<file path="config.mk">
export PLATFORM = sky130hd
export DESIGN_NAME = segment_scan_decoder_flat
export DESIGN_NICKNAME = d
export VERILOG_FILES = /design/src/rtl/segment_scan_decoder_pkg.sv /design/src/rtl/segment_scan_decoder_if.sv /design/src/rtl/segment_scan_decoder_pin_sync.sv /design/src/rtl/segment_scan_decoder.sv /design/src/flat_wrapper.sv
export SDC_FILE = /design/constraint.sdc
export NUM_CORES = 1
export LEC_CHECK = 0
export BUFFER_PORTS_ARGS = -buffer_cell sky130_fd_sc_hd__buf_4
export CORE_MARGIN = 3
export CORE_UTILIZATION = 38
export DETAILED_ROUTE_END_ITERATION = 10
export PLACE_DENSITY = 0.62
export REMOVE_ABC_BUFFERS = 1
export SLEW_MARGIN = 40
export SYNTH_ARGS = -nofsm -noshare
export SYNTH_HDL_FRONTEND = slang
export SYNTH_SLANG_ARGS = --single-unit
</file>
<file path="constraint.sdc">
create_clock -name clock -period 2.6 [get_ports clock]
set_clock_uncertainty 0.05 [all_clocks]
set_input_delay 0.52 -clock clock [delete_from_list [all_inputs] [get_ports clock]]
set_output_delay 0.52 -clock clock [all_outputs]
set_load 0.05 [all_outputs]
</file>
<file path="src/rtl/segment_scan_decoder_pkg.sv">
// Shared types and the active-low 7-segment decode table for the display scan monitor.
package seg_scan_pkg;

    typedef enum logic [1:0] {
        IDLE     = 2'd0,
        TRACK0   = 2'd1,
        TRACK1   = 2'd2,
        CONFLICT = 2'd3
    } scan_state_t;

    localparam logic [6:0] SEG_BLANK = 7'h7F;

    // Index is the hex value; bit6=a ... bit0=g, a lit segment reads 0.
    localparam logic [6:0] SEG_TABLE [0:15] = '{
        7'b0000001, 7'b1001111, 7'b0010010, 7'b0000110,
        7'b1001100, 7'b0100100, 7'b0100000, 7'b0001111,
        7'b0000000, 7'b0000100, 7'b0001000, 7'b1100000,
        7'b0110001, 7'b1000010, 7'b0110000, 7'b0111000
    };

    // Returns {legal, value}; value is 0 when the pattern is not in the table.
    function automatic logic [4:0] seg_decode(input logic [6:0] pattern);
        logic [4:0] res;
        res = 5'b0_0000;
        for (int i = 0; i < 16; i++) begin
            if (pattern == SEG_TABLE[i]) begin
                res = {1'b1, 4'(i)};
            end
        end
        return res;
    endfunction

endpackage

</file>
<file path="src/rtl/segment_scan_decoder_if.sv">
// Display pins observed by the scan decoder and the recovered digit/status results.
interface segment_scan_decoder_if;
    logic       a0;
    logic       a1;
    logic [6:0] cathode;
    logic [3:0] digit0;
    logic [3:0] digit1;
    logic       blank0;
    logic       blank1;
    logic       valid0;
    logic       valid1;
    logic       update;
    logic       pattern_err;
    logic       ghost_err;

    modport master (
        output a0, a1, cathode,
        input  digit0, digit1, blank0, blank1, valid0, valid1,
        input  update, pattern_err, ghost_err
    );

    modport slave (
        input  a0, a1, cathode,
        output digit0, digit1, blank0, blank1, valid0, valid1,
        output update, pattern_err, ghost_err
    );
endinterface

</file>
<file path="src/rtl/segment_scan_decoder_pin_sync.sv">
// Two-flop synchronizer; resets to all ones so that idle active-low pins read inactive.
module pin_sync #(
    parameter int W = 1
) (
    input  logic         clock,
    input  logic         reset_n,
    input  logic [W-1:0] d,
    output logic [W-1:0] q
);
    logic [W-1:0] meta_r;
    logic [W-1:0] sync_r;

    // Metastability chain
    always_ff @(posedge clock or negedge reset_n) begin
        if (!reset_n) begin
            meta_r <= {W{1'b1}};
            sync_r <= {W{1'b1}};
        end else begin
            meta_r <= d;
            sync_r <= meta_r;
        end
    end

    assign q = sync_r;
endmodule

</file>
<file path="src/rtl/segment_scan_decoder.sv">
// Watches a 2-digit multiplexed 7-segment bus, recovers each shown digit and flags
// illegal patterns, anode overlap and refresh stalls.
module segment_scan_decoder
    import seg_scan_pkg::*;
#(
    parameter int STABLE_CYCLES  = 4,
    parameter int TIMEOUT_CYCLES = 1000000,
    parameter int TO_W           = 20
) (
    input  logic                 clock,
    input  logic                 reset_n,
    segment_scan_decoder_if.slave bus
);
    localparam logic [7:0]      STABLE_MAX = 8'(STABLE_CYCLES);
    localparam logic [TO_W-1:0] TO_MAX     = TO_W'(TIMEOUT_CYCLES);
    localparam logic [TO_W-1:0] TO_ONE     = TO_W'(1);
    localparam logic [TO_W-1:0] TO_ZERO    = TO_W'(0);

    logic [8:0]      tuple_s;
    logic [8:0]      prev_r;
    logic [7:0]      cnt_r;
    logic            done_r;
    scan_state_t     state_r;
    scan_state_t     state_nxt_s;
    logic [4:0]      dec_s;
    logic            legal_s;
    logic            blank_s;
    logic            stable_s;
    logic            changed_s;
    logic            commit0_s;
    logic            commit1_s;
    logic            ghost_s;
    logic [TO_W-1:0] to0_r;
    logic [TO_W-1:0] to1_r;
    logic [TO_W-1:0] to0_nxt_s;
    logic [TO_W-1:0] to1_nxt_s;
    logic [3:0]      digit0_r;
    logic [3:0]      digit1_r;
    logic            blank0_r;
    logic            blank1_r;
    logic            valid0_r;
    logic            valid1_r;
    logic            update_r;
    logic            pattern_err_r;
    logic            ghost_err_r;

    pin_sync #(.W(9)) u_sync (
        .clock   (clock),
        .reset_n (reset_n),
        .d       ({bus.a1, bus.a0, bus.cathode}),
        .q       (tuple_s)
    );

    // Scan state follows the synchronized anode pair
    always_comb begin
        state_nxt_s = IDLE;
        case (tuple_s[8:7])
            2'b11:   state_nxt_s = IDLE;
            2'b10:   state_nxt_s = TRACK0;
            2'b01:   state_nxt_s = TRACK1;
            2'b00:   state_nxt_s = CONFLICT;
            default: state_nxt_s = IDLE;
        endcase
    end

    // State register
    always_ff @(posedge clock or negedge reset_n) begin
        if (!reset_n) begin
            state_r <= IDLE;
        end else begin
            state_r <= state_nxt_s;
        end
    end

    // Commit/ghost decisions; prev_r holds the tuple the stable count refers to
    always_comb begin
        commit0_s = 1'b0;
        commit1_s = 1'b0;
        ghost_s   = 1'b0;
        dec_s     = seg_decode(prev_r[6:0]);
        legal_s   = dec_s[4];
        blank_s   = (prev_r[6:0] == SEG_BLANK);
        stable_s  = (cnt_r == STABLE_MAX) && !done_r;
        changed_s = (tuple_s != prev_r) || (state_nxt_s != state_r);
        case (state_r)
            TRACK0:   commit0_s = stable_s;
            TRACK1:   commit1_s = stable_s;
            CONFLICT: ghost_s   = stable_s;
            IDLE:     ghost_s   = 1'b0;
            default:  ghost_s   = 1'b0;
        endcase
    end

    // Per-position stall counters, cleared by any commit to that position
    always_comb begin
        to0_nxt_s = to0_r;
        to1_nxt_s = to1_r;
        if (commit0_s) begin
            to0_nxt_s = TO_ZERO;
        end else if (to0_r != TO_MAX) begin
            to0_nxt_s = to0_r + TO_ONE;
        end else begin
            to0_nxt_s = to0_r;
        end
        if (commit1_s) begin
            to1_nxt_s = TO_ZERO;
        end else if (to1_r != TO_MAX) begin
            to1_nxt_s = to1_r + TO_ONE;
        end else begin
            to1_nxt_s = to1_r;
        end
    end

    // Stability tracking and one-commit-per-window flag
    always_ff @(posedge clock or negedge reset_n) begin
        if (!reset_n) begin
            prev_r <= 9'h1FF;
            cnt_r  <= 8'd0;
            done_r <= 1'b0;
            to0_r  <= TO_ZERO;
            to1_r  <= TO_ZERO;
        end else begin
            prev_r <= tuple_s;
            to0_r  <= to0_nxt_s;
            to1_r  <= to1_nxt_s;
            if (tuple_s != prev_r) begin
                cnt_r <= 8'd1;
            end else if (cnt_r < STABLE_MAX) begin
                cnt_r <= cnt_r + 8'd1;
            end else begin
                cnt_r <= cnt_r;
            end
            if (changed_s) begin
                done_r <= 1'b0;
            end else if (commit0_s || commit1_s || ghost_s) begin
                done_r <= 1'b1;
            end else begin
                done_r <= done_r;
            end
        end
    end

    // Registered results; a commit takes priority over a same-cycle timeout
    always_ff @(posedge clock or negedge reset_n) begin
        if (!reset_n) begin
            digit0_r      <= 4'd0;
            digit1_r      <= 4'd0;
            blank0_r      <= 1'b0;
            blank1_r      <= 1'b0;
            valid0_r      <= 1'b0;
            valid1_r      <= 1'b0;
            update_r      <= 1'b0;
            pattern_err_r <= 1'b0;
            ghost_err_r   <= 1'b0;
        end else begin
            update_r      <= (commit0_s || commit1_s) && (legal_s || blank_s);
            pattern_err_r <= (commit0_s || commit1_s) && !(legal_s || blank_s);
            ghost_err_r   <= ghost_s;
            if (commit0_s) begin
                valid0_r <= legal_s || blank_s;
                if (legal_s) begin
                    digit0_r <= dec_s[3:0];
                    blank0_r <= 1'b0;
                end else if (blank_s) begin
                    blank0_r <= 1'b1;
                end else begin
                    blank0_r <= blank0_r;
                end
            end else if (to0_nxt_s == TO_MAX) begin
                valid0_r <= 1'b0;
            end else begin
                valid0_r <= valid0_r;
            end
            if (commit1_s) begin
                valid1_r <= legal_s || blank_s;
                if (legal_s) begin
                    digit1_r <= dec_s[3:0];
                    blank1_r <= 1'b0;
                end else if (blank_s) begin
                    blank1_r <= 1'b1;
                end else begin
                    blank1_r <= blank1_r;
                end
            end else if (to1_nxt_s == TO_MAX) begin
                valid1_r <= 1'b0;
            end else begin
                valid1_r <= valid1_r;
            end
        end
    end

    assign bus.digit0      = digit0_r;
    assign bus.digit1      = digit1_r;
    assign bus.blank0      = blank0_r;
    assign bus.blank1      = blank1_r;
    assign bus.valid0      = valid0_r;
    assign bus.valid1      = valid1_r;
    assign bus.update      = update_r;
    assign bus.pattern_err = pattern_err_r;
    assign bus.ghost_err   = ghost_err_r;
endmodule

</file>
<file path="src/flat_wrapper.sv">
// flat-port wrapper written by rule: the top's interface ports become plain ports
module segment_scan_decoder_flat import seg_scan_pkg::*;
#(
    parameter int STABLE_CYCLES  = 4,
    parameter int TIMEOUT_CYCLES = 1000000,
    parameter int TO_W           = 20
)
  (clock, reset_n, bus_a0, bus_a1, bus_cathode, bus_digit0, bus_digit1, bus_blank0, bus_blank1, bus_valid0, bus_valid1, bus_update, bus_pattern_err, bus_ghost_err);
  segment_scan_decoder_if bus_i ();
  input  logic clock;
  input  logic reset_n;
  input wire logic [$bits(bus_i.a0)-1:0] bus_a0;
  input wire logic [$bits(bus_i.a1)-1:0] bus_a1;
  input wire logic [$bits(bus_i.cathode)-1:0] bus_cathode;
  output wire logic [$bits(bus_i.digit0)-1:0] bus_digit0;
  output wire logic [$bits(bus_i.digit1)-1:0] bus_digit1;
  output wire logic [$bits(bus_i.blank0)-1:0] bus_blank0;
  output wire logic [$bits(bus_i.blank1)-1:0] bus_blank1;
  output wire logic [$bits(bus_i.valid0)-1:0] bus_valid0;
  output wire logic [$bits(bus_i.valid1)-1:0] bus_valid1;
  output wire logic [$bits(bus_i.update)-1:0] bus_update;
  output wire logic [$bits(bus_i.pattern_err)-1:0] bus_pattern_err;
  output wire logic [$bits(bus_i.ghost_err)-1:0] bus_ghost_err;
  assign bus_i.a0 = bus_a0;
  assign bus_i.a1 = bus_a1;
  assign bus_i.cathode = bus_cathode;
  assign bus_digit0 = bus_i.digit0;
  assign bus_digit1 = bus_i.digit1;
  assign bus_blank0 = bus_i.blank0;
  assign bus_blank1 = bus_i.blank1;
  assign bus_valid0 = bus_i.valid0;
  assign bus_valid1 = bus_i.valid1;
  assign bus_update = bus_i.update;
  assign bus_pattern_err = bus_i.pattern_err;
  assign bus_ghost_err = bus_i.ghost_err;
  segment_scan_decoder #(.STABLE_CYCLES(STABLE_CYCLES), .TIMEOUT_CYCLES(TIMEOUT_CYCLES), .TO_W(TO_W)) u_core (.clock(clock), .reset_n(reset_n), .bus(bus_i));
endmodule
</file>
**After elaboration in Yosys (flattened, before gate mapping)**

Index checks and enable logic that the tools add are counted.

- Register bits: 93
- Latch bits: 0
- Bits in writable memories: 0
- Bits in read-only memories: 0
- Output and inout port bits: 15
- Memories: 0

- Add/subtract/negate cells: 3
- Multipliers: 0
- Div/mod/pow operators: 0
- $lt $le $gt $ge: 1
- Equal/unequal tests: 29
- Shift operators: 0
- Multiplexer cells: 34
- Bitwise logic cells: 0
- Reductions and logical operators: 20

Operator list:

| cell | count |
|---|---|
| $mux 20 | 4 |
| $mux 5 | 16 |
| $add 20x1->20 const B | 2 |
| $eq 20x20->1 const B | 2 |
| $ne 20x20->1 const B | 2 |
| $eq 7x6->1 const B | 5 |
| $eq 7x7->1 const B | 5 |
| $mux 8 | 2 |
| $eq 7x3->1 const B | 2 |
| $eq 7x4->1 const B | 2 |
| $mux 1 | 11 |
| $reduce_bool 2->1 | 5 |
| $ne 9x9->1 | 1 |
| $add 8x1->8 const B | 1 |
| $eq 2x2->1 const B | 4 |
| $eq 8x3->1 const B | 1 |
| $lt 8x3->1 const B | 1 |
| $pmux 2 s4 | 1 |
| $reduce_and 2->1 | 4 |
| $eq 7x1->1 const B | 1 |
| $eq 7x5->1 const B | 1 |
| $logic_not 7->1 | 1 |
| $eq 2x1->1 const B | 2 |
| $logic_or 1x1->1 | 4 |
| other kinds (4) | 7 |

**Longest topological paths before layout**

- Depth in word-level cells: 20
- Mapped depth: 9

**Hierarchy**

Synthesis repeated with hierarchy kept, for this count alone.

- Cell total of the unflattened synthesis: 477
- Area total of the unflattened synthesis: 4,762.1 µm²

Modules (own cells, without submodules):

| module | instances | cells an instance | area each (µm²) | sequential area each (µm²) |
|---|---|---|---|---|
| segment_scan_decoder | 1 | 459 | 4,289.1 | 1,888.1 |
| pin_sync | 1 | 18 | 473.0 | 473.0 |

**Worst setup path before layout**

OpenSTA, ideal clock, no wires.

- Path kind: register -> register
- From: register u_core.prev_r[6]
- To: register u_core.done_r
- Setup time: 0.086 ns
- Data arrival time: 2.171 ns
- Required time: 2.464 ns
- Setup slack: 0.292 ns
- Stages on the path, launching flop included: 8
- Buffers on the path: 2
- Cells stage by stage: dfstp_2 > clkbuf_1 > clkbuf_1 > xnor2_1 > nand3_1 > nor4_1 > o21ai_0 > nor3_1

- Cells in the longest elaborated chain, start to end: 3
- Elaborated cells between the ends (all ways): 4
- Those cells by class: eq/ne (1); mux (1); reduce/logical (2)

RTL lines:

| element | line | source |
|---|---|---|
| start, declared | segment_scan_decoder.sv:20 | `logic [8:0] prev_r;` |
| start signal, assigned | segment_scan_decoder.sv:123 | `prev_r <= tuple_s;` |
| $ne 9x9->1 (*) | segment_scan_decoder.sv:84 | `changed_s = (tuple_s != prev_r) \|\| (state_nxt_s != state_r);` |
| $logic_or 1x1->1 (*) | segment_scan_decoder.sv:84 |  |
| $mux 1 or $reduce_bool 2->1 (tied branches) | -- |  |
| end signal, assigned | segment_scan_decoder.sv:138 | `done_r <= done_r;` |
| end, declared | segment_scan_decoder.sv:22 | `logic done_r;` |

Every way passes the cells marked *; elsewhere a longest branch is shown, timed or not.
A chain may end at the register's enable or synchronous reset.

**Worst setup path in the final report**

- From: register u_core.to1_r[0]
- To: register u_core.valid1_r, in the netlist u_core.bus.valid1

- Cells in the longest elaborated chain, start to end: 5
- Elaborated cells between the ends (all ways): 6
- Those cells by class: add/sub (1); eq/ne (2); mux (2); reduce/logical (1)

RTL lines:

| element | line | source |
|---|---|---|
| start, declared | segment_scan_decoder.sv:34 | `logic [TO_W-1:0] to1_r;` |
| start signal, assigned | segment_scan_decoder.sv:125 | `to1_r <= to1_nxt_s;` |
| $add 20x1->20 or $ne 20x20->1 (tied branches) | segment_scan_decoder.sv:108, segment_scan_decoder.sv:107 |  |
| $mux 20 (*) | segment_scan_decoder.sv:107 | `end else if (to1_r != TO_MAX) begin` |
| $mux 20 (*) | segment_scan_decoder.sv:105 | `if (commit1_s) begin` |
| $eq 20x20->1 (*) | segment_scan_decoder.sv:184 | `end else if (to1_nxt_s == TO_MAX) begin` |
| $reduce_bool 2->1 (no line) (*) | -- |  |
| end signal, assigned | segment_scan_decoder.sv:175 | `valid1_r <= legal_s \|\| blank_s;` |
| end signal, assigned | segment_scan_decoder.sv:187 | `valid1_r <= valid1_r;` |
| end, declared | segment_scan_decoder.sv:42 | `logic valid1_r;` |

Marked as above.

==> impl_metrics.env <==
export IMPL_grt_usage_pct=15.2
export IMPL_finalWirelength_um=9730
export IMPL_place_ws_ps=175
export IMPL_peakVddDrop_v=0.000411
export IMPL_end_kind="flop"
export IMPL_switching_power_mw=0.686
export IMPL_relSlewSlack_pct=59.0
export IMPL_critPathLaunch="u_core.to1_r[0]"
export IMPL_fin_crit_sh_pct=99.5
export IMPL_insertion_delay_ps=340
export IMPL_synth_async_sr_flop_share_pct=100
export IMPL_drt_iter0_drc=226
export IMPL_routabilityCongestion=0.840
export IMPL_worst_path_max_fanout=7
export IMPL_final_design_area_no_fill_sq_um=5360
export IMPL_area_delta_synth_final_pct=15.3
export IMPL_cts_setup_buffers=0
export IMPL_drv_slew=0
export IMPL_nFillCells=1115
export IMPL_setup_viol=0
export IMPL_cap_violations=0
export IMPL_p_int_mw=2.20
export IMPL_cts_made_buffers=9
export IMPL_start_util_pct=39.7
export IMPL_num_antenna_cells=0
export IMPL_synthFlopType="dfrtp_1"
export IMPL_nets=508
export IMPL_yosysSeqAreaShare_pct=50.8
export IMPL_syn_avg_cell_area_sq_um=10.1
export IMPL_first_global_vias=3419
export IMPL_finalWorstSetupSlack_ps=13.2
export IMPL_cts_max_level=3
export IMPL_num_vias=3430
export IMPL_p_leak_nw=2.30
export IMPL_ant_nets=0
export IMPL_max_freq_mhz=387
export IMPL_synth_edf_count=0
export IMPL_clkPwrFrac_pct=44.1
export IMPL_whs_ps=139
export IMPL_r2r_start="u_core.to1_r[0]"
export IMPL_gr_usage_met1_pct=21.0
export IMPL_syn_cell_area_sq_um=4650
export IMPL_dp_hpwl_um=6890
export IMPL_drt_first_pass_iters=5
export IMPL_total_power_mw=2.88
export IMPL_grt_max_degree=50
export IMPL_p_seq_share_pct=52.7
export IMPL_start_kind="flop"
export IMPL_drive_above_1_share_pct=20.4
export IMPL_ys_ff_latch=93
export IMPL_r2r_end="u_core.bus.valid1"
export IMPL_power_share_switching_pct=23.8
export IMPL_fp_row_count=39
export IMPL_ys_types=58
export IMPL_power_density_nw_per_um2=538
export IMPL_grt_pass1_wl_um=16600
export IMPL_io_buffers=25
export IMPL_top_usage_layer="met2"
export IMPL_antenna_found_initial=0
export IMPL_hold_viol=0
export IMPL_die_w_um=117
export IMPL_worst_hold_path_type="primary input to asynchronous set/reset pin"
export IMPL_tightest_slew_ps=614
export IMPL_cp_arrival_ps=2760
export IMPL_clockBufferDepth=2
export IMPL_critPathRequiredTime_ps=2770
export IMPL_cts_root_buf="clkbuf_16"
export IMPL_finalCriticalPeriod_ps=2590
export IMPL_ys_warn_count=0
export IMPL_cts_reportedPaths_clkPinSlew_ps=70
export IMPL_syn_inst=460
export IMPL_finalSetupTns_ps=0
export IMPL_wire_per_inst_um=15.2
export IMPL_boundaryPins=26
export IMPL_post_dp_cell_area_sq_um=5060
export IMPL_crit_end="u_core.bus.valid1"
export IMPL_p_comb_share_pct=3.1
export IMPL_reg2reg_slack_ps=10
export IMPL_grt_util_met2_pct=23.8
export IMPL_clock_sinks=93
export IMPL_use_met3_pct=3.06
export IMPL_gr_total_overflow=0
export IMPL_die_area_sq_um=13600
export IMPL_drcViolationCount=0
export IMPL_die_height_um=117
export IMPL_viasPerCell=5.37
export IMPL_cts_tree="yes"
export IMPL_core_sq_um=11700
export IMPL_status="complete, no violations"
export IMPL_critical_path_class="flop to flop"
export IMPL_r2r_cells=8
## power by group through the flow
| stage | Clock [mW] | Sequential [mW] | Combinational [mW] |
|---|---|---|---|
| 6_report | 1.27 | 1.52 | 0.0904 |
| 5_1_grt | 1.38 | 1.53 | 0.103 |
| 4_1_cts | 1.31 | 1.52 | 0.0935 |
| 3_5_place_dp | 0 | 1.55 | 0.0931 |
| 3_3_place_gp | 0 | 1.54 | 0.0907 |
| 2_1_floorplan | 0 | 1.54 | 0.0396 |
## critical path, cell delays in order (launching register included)
cell	delay, ps
dfrtp_1	450
ha_1	270
or3_1	330
a2111oi_1	490
o21ai_0	180
nor4_1	220
nand4_1	140
nor4b_2	240
a21oi_1	100
## repair_timing
action	4_1_cts	5_1_grt
setup endpoints to repair	0	1
hold buffers	0	0
gates resized for setup	0	3
endpoints found under the hold margin	0	0
## metal layers
metal | wire, um | vias up
li1 | - | 1693
met1 | 4780 | 1640
met2 | 4420 | 80
met3 | 318 | 17
met4 | 205 | 0
met5 | 0 | -
## worst min-delay path by stage
stage / from / end / cells past startpoint
3_3_place_gp: u_core.u_sync.meta_r[3] / u_core.u_sync.q[3] / 0
6_report: reset_n / u_core.bus.digit0[1] / 1
3_5_place_dp: u_core.u_sync.meta_r[4] / u_core.u_sync.q[4] / 0
4_1_cts: reset_n / u_core.bus.digit0[0] / 1
5_1_grt: reset_n / u_core.bus.digit0[1] / 1
2_1_floorplan: reset_n / u_core.bus.blank0 / 0
## final cells by class
class / count / area, sq um / area share, %
sequential: 93 / 2360 / 44.0
clock buffer: 9 / 225 / 4.20
tap: 143 / 179 / 3.34
clock inverter: 7 / 61.3 / 1.14
multi-input combinational: 333 / 2170 / 40.5
inverter: 14 / 52.6 / 0.980
timing repair buffer: 40 / 313 / 5.83
## logic make-up (layout without fill, tap and decap cells)
group,after synthesis,in the layout,share of synthesized area (%)
muxes,10,10,2.29
adders and majority gates,6,6,1.61
buffers and inverters,34,70,2.85
AOI/OAI and AO/OA,58,58,7.96
and+or+nand+nor,206,206,24.5
DFF,93,93,50.8
xor gates and xnor gates,53,53,9.98
## synthesized netlist by cell type, types with 8 or more instances
cell / number / area [sq um]
o21ai_0: 11 / 55.1
nand2_1: 24 / 90.1
nand3_1: 25 / 125
nor2_1: 56 / 210
nor4_1: 8 / 50.1
xor2_1: 23 / 201
inv_1: 14 / 52.6
clkbuf_1: 15 / 56.3
nor3_1: 17 / 85.1
and2_1: 9 / 56.3
dfstp_2: 27 / 709
nand4_1: 12 / 75.1
dfrtp_1: 66 / 1650
a21oi_1: 17 / 85.1
xnor2_1: 30 / 263
## state kept, by name (all words and copies together) (netlist names), 2 cells and up
name                  cells
u_core.u_sync.meta_r      9
u_core.bus.digit0         4
u_core.u_sync.q           9
u_core.prev_r             9
u_core.to1_r             20
u_core.cnt_r              8
u_core.bus.digit1         4
u_core.to0_r             20
u_core.state_r            2
## stage by stage
| step | std cells | util (%) |
|---|---|---|
| 6_report | 639 | 45.8 |
| 3_5_place_dp | 623 | 43.2 |
| 3_3_place_gp | 623 | 43.2 |
| 4_1_cts | 639 | 45.7 |
| 2_1_floorplan | 440 | - |
| 5_1_grt | 639 | 45.8 |
## placed cells by master (no fill, tap or decap), types with 3 or more instances in the layout
cell type   n
or3_1       4
or2_2       3
inv_1      14
nor4_1      6
inv_6       4
mux2_2      5
clkbuf_16   9
nand4_1    12
nor3_1     17
nor2b_1     5
a31oi_1     6
nand2b_1    4
nand2_1    24
xnor2_1    30
dfrtp_1    66
nand3_1    25
dfstp_2    27
and2_1      9
nor4_2      4
and4_1      6
xor2_1     23
or4_1       5
nand3b_1    5
nor2_1     56
a21oi_1    17
o31ai_1     3
ha_1        6
a211oi_1    3
o21ai_0    11
mux2i_1     5
and3_1      7
buf_4      39
Power figures use the tool's default switching activity.
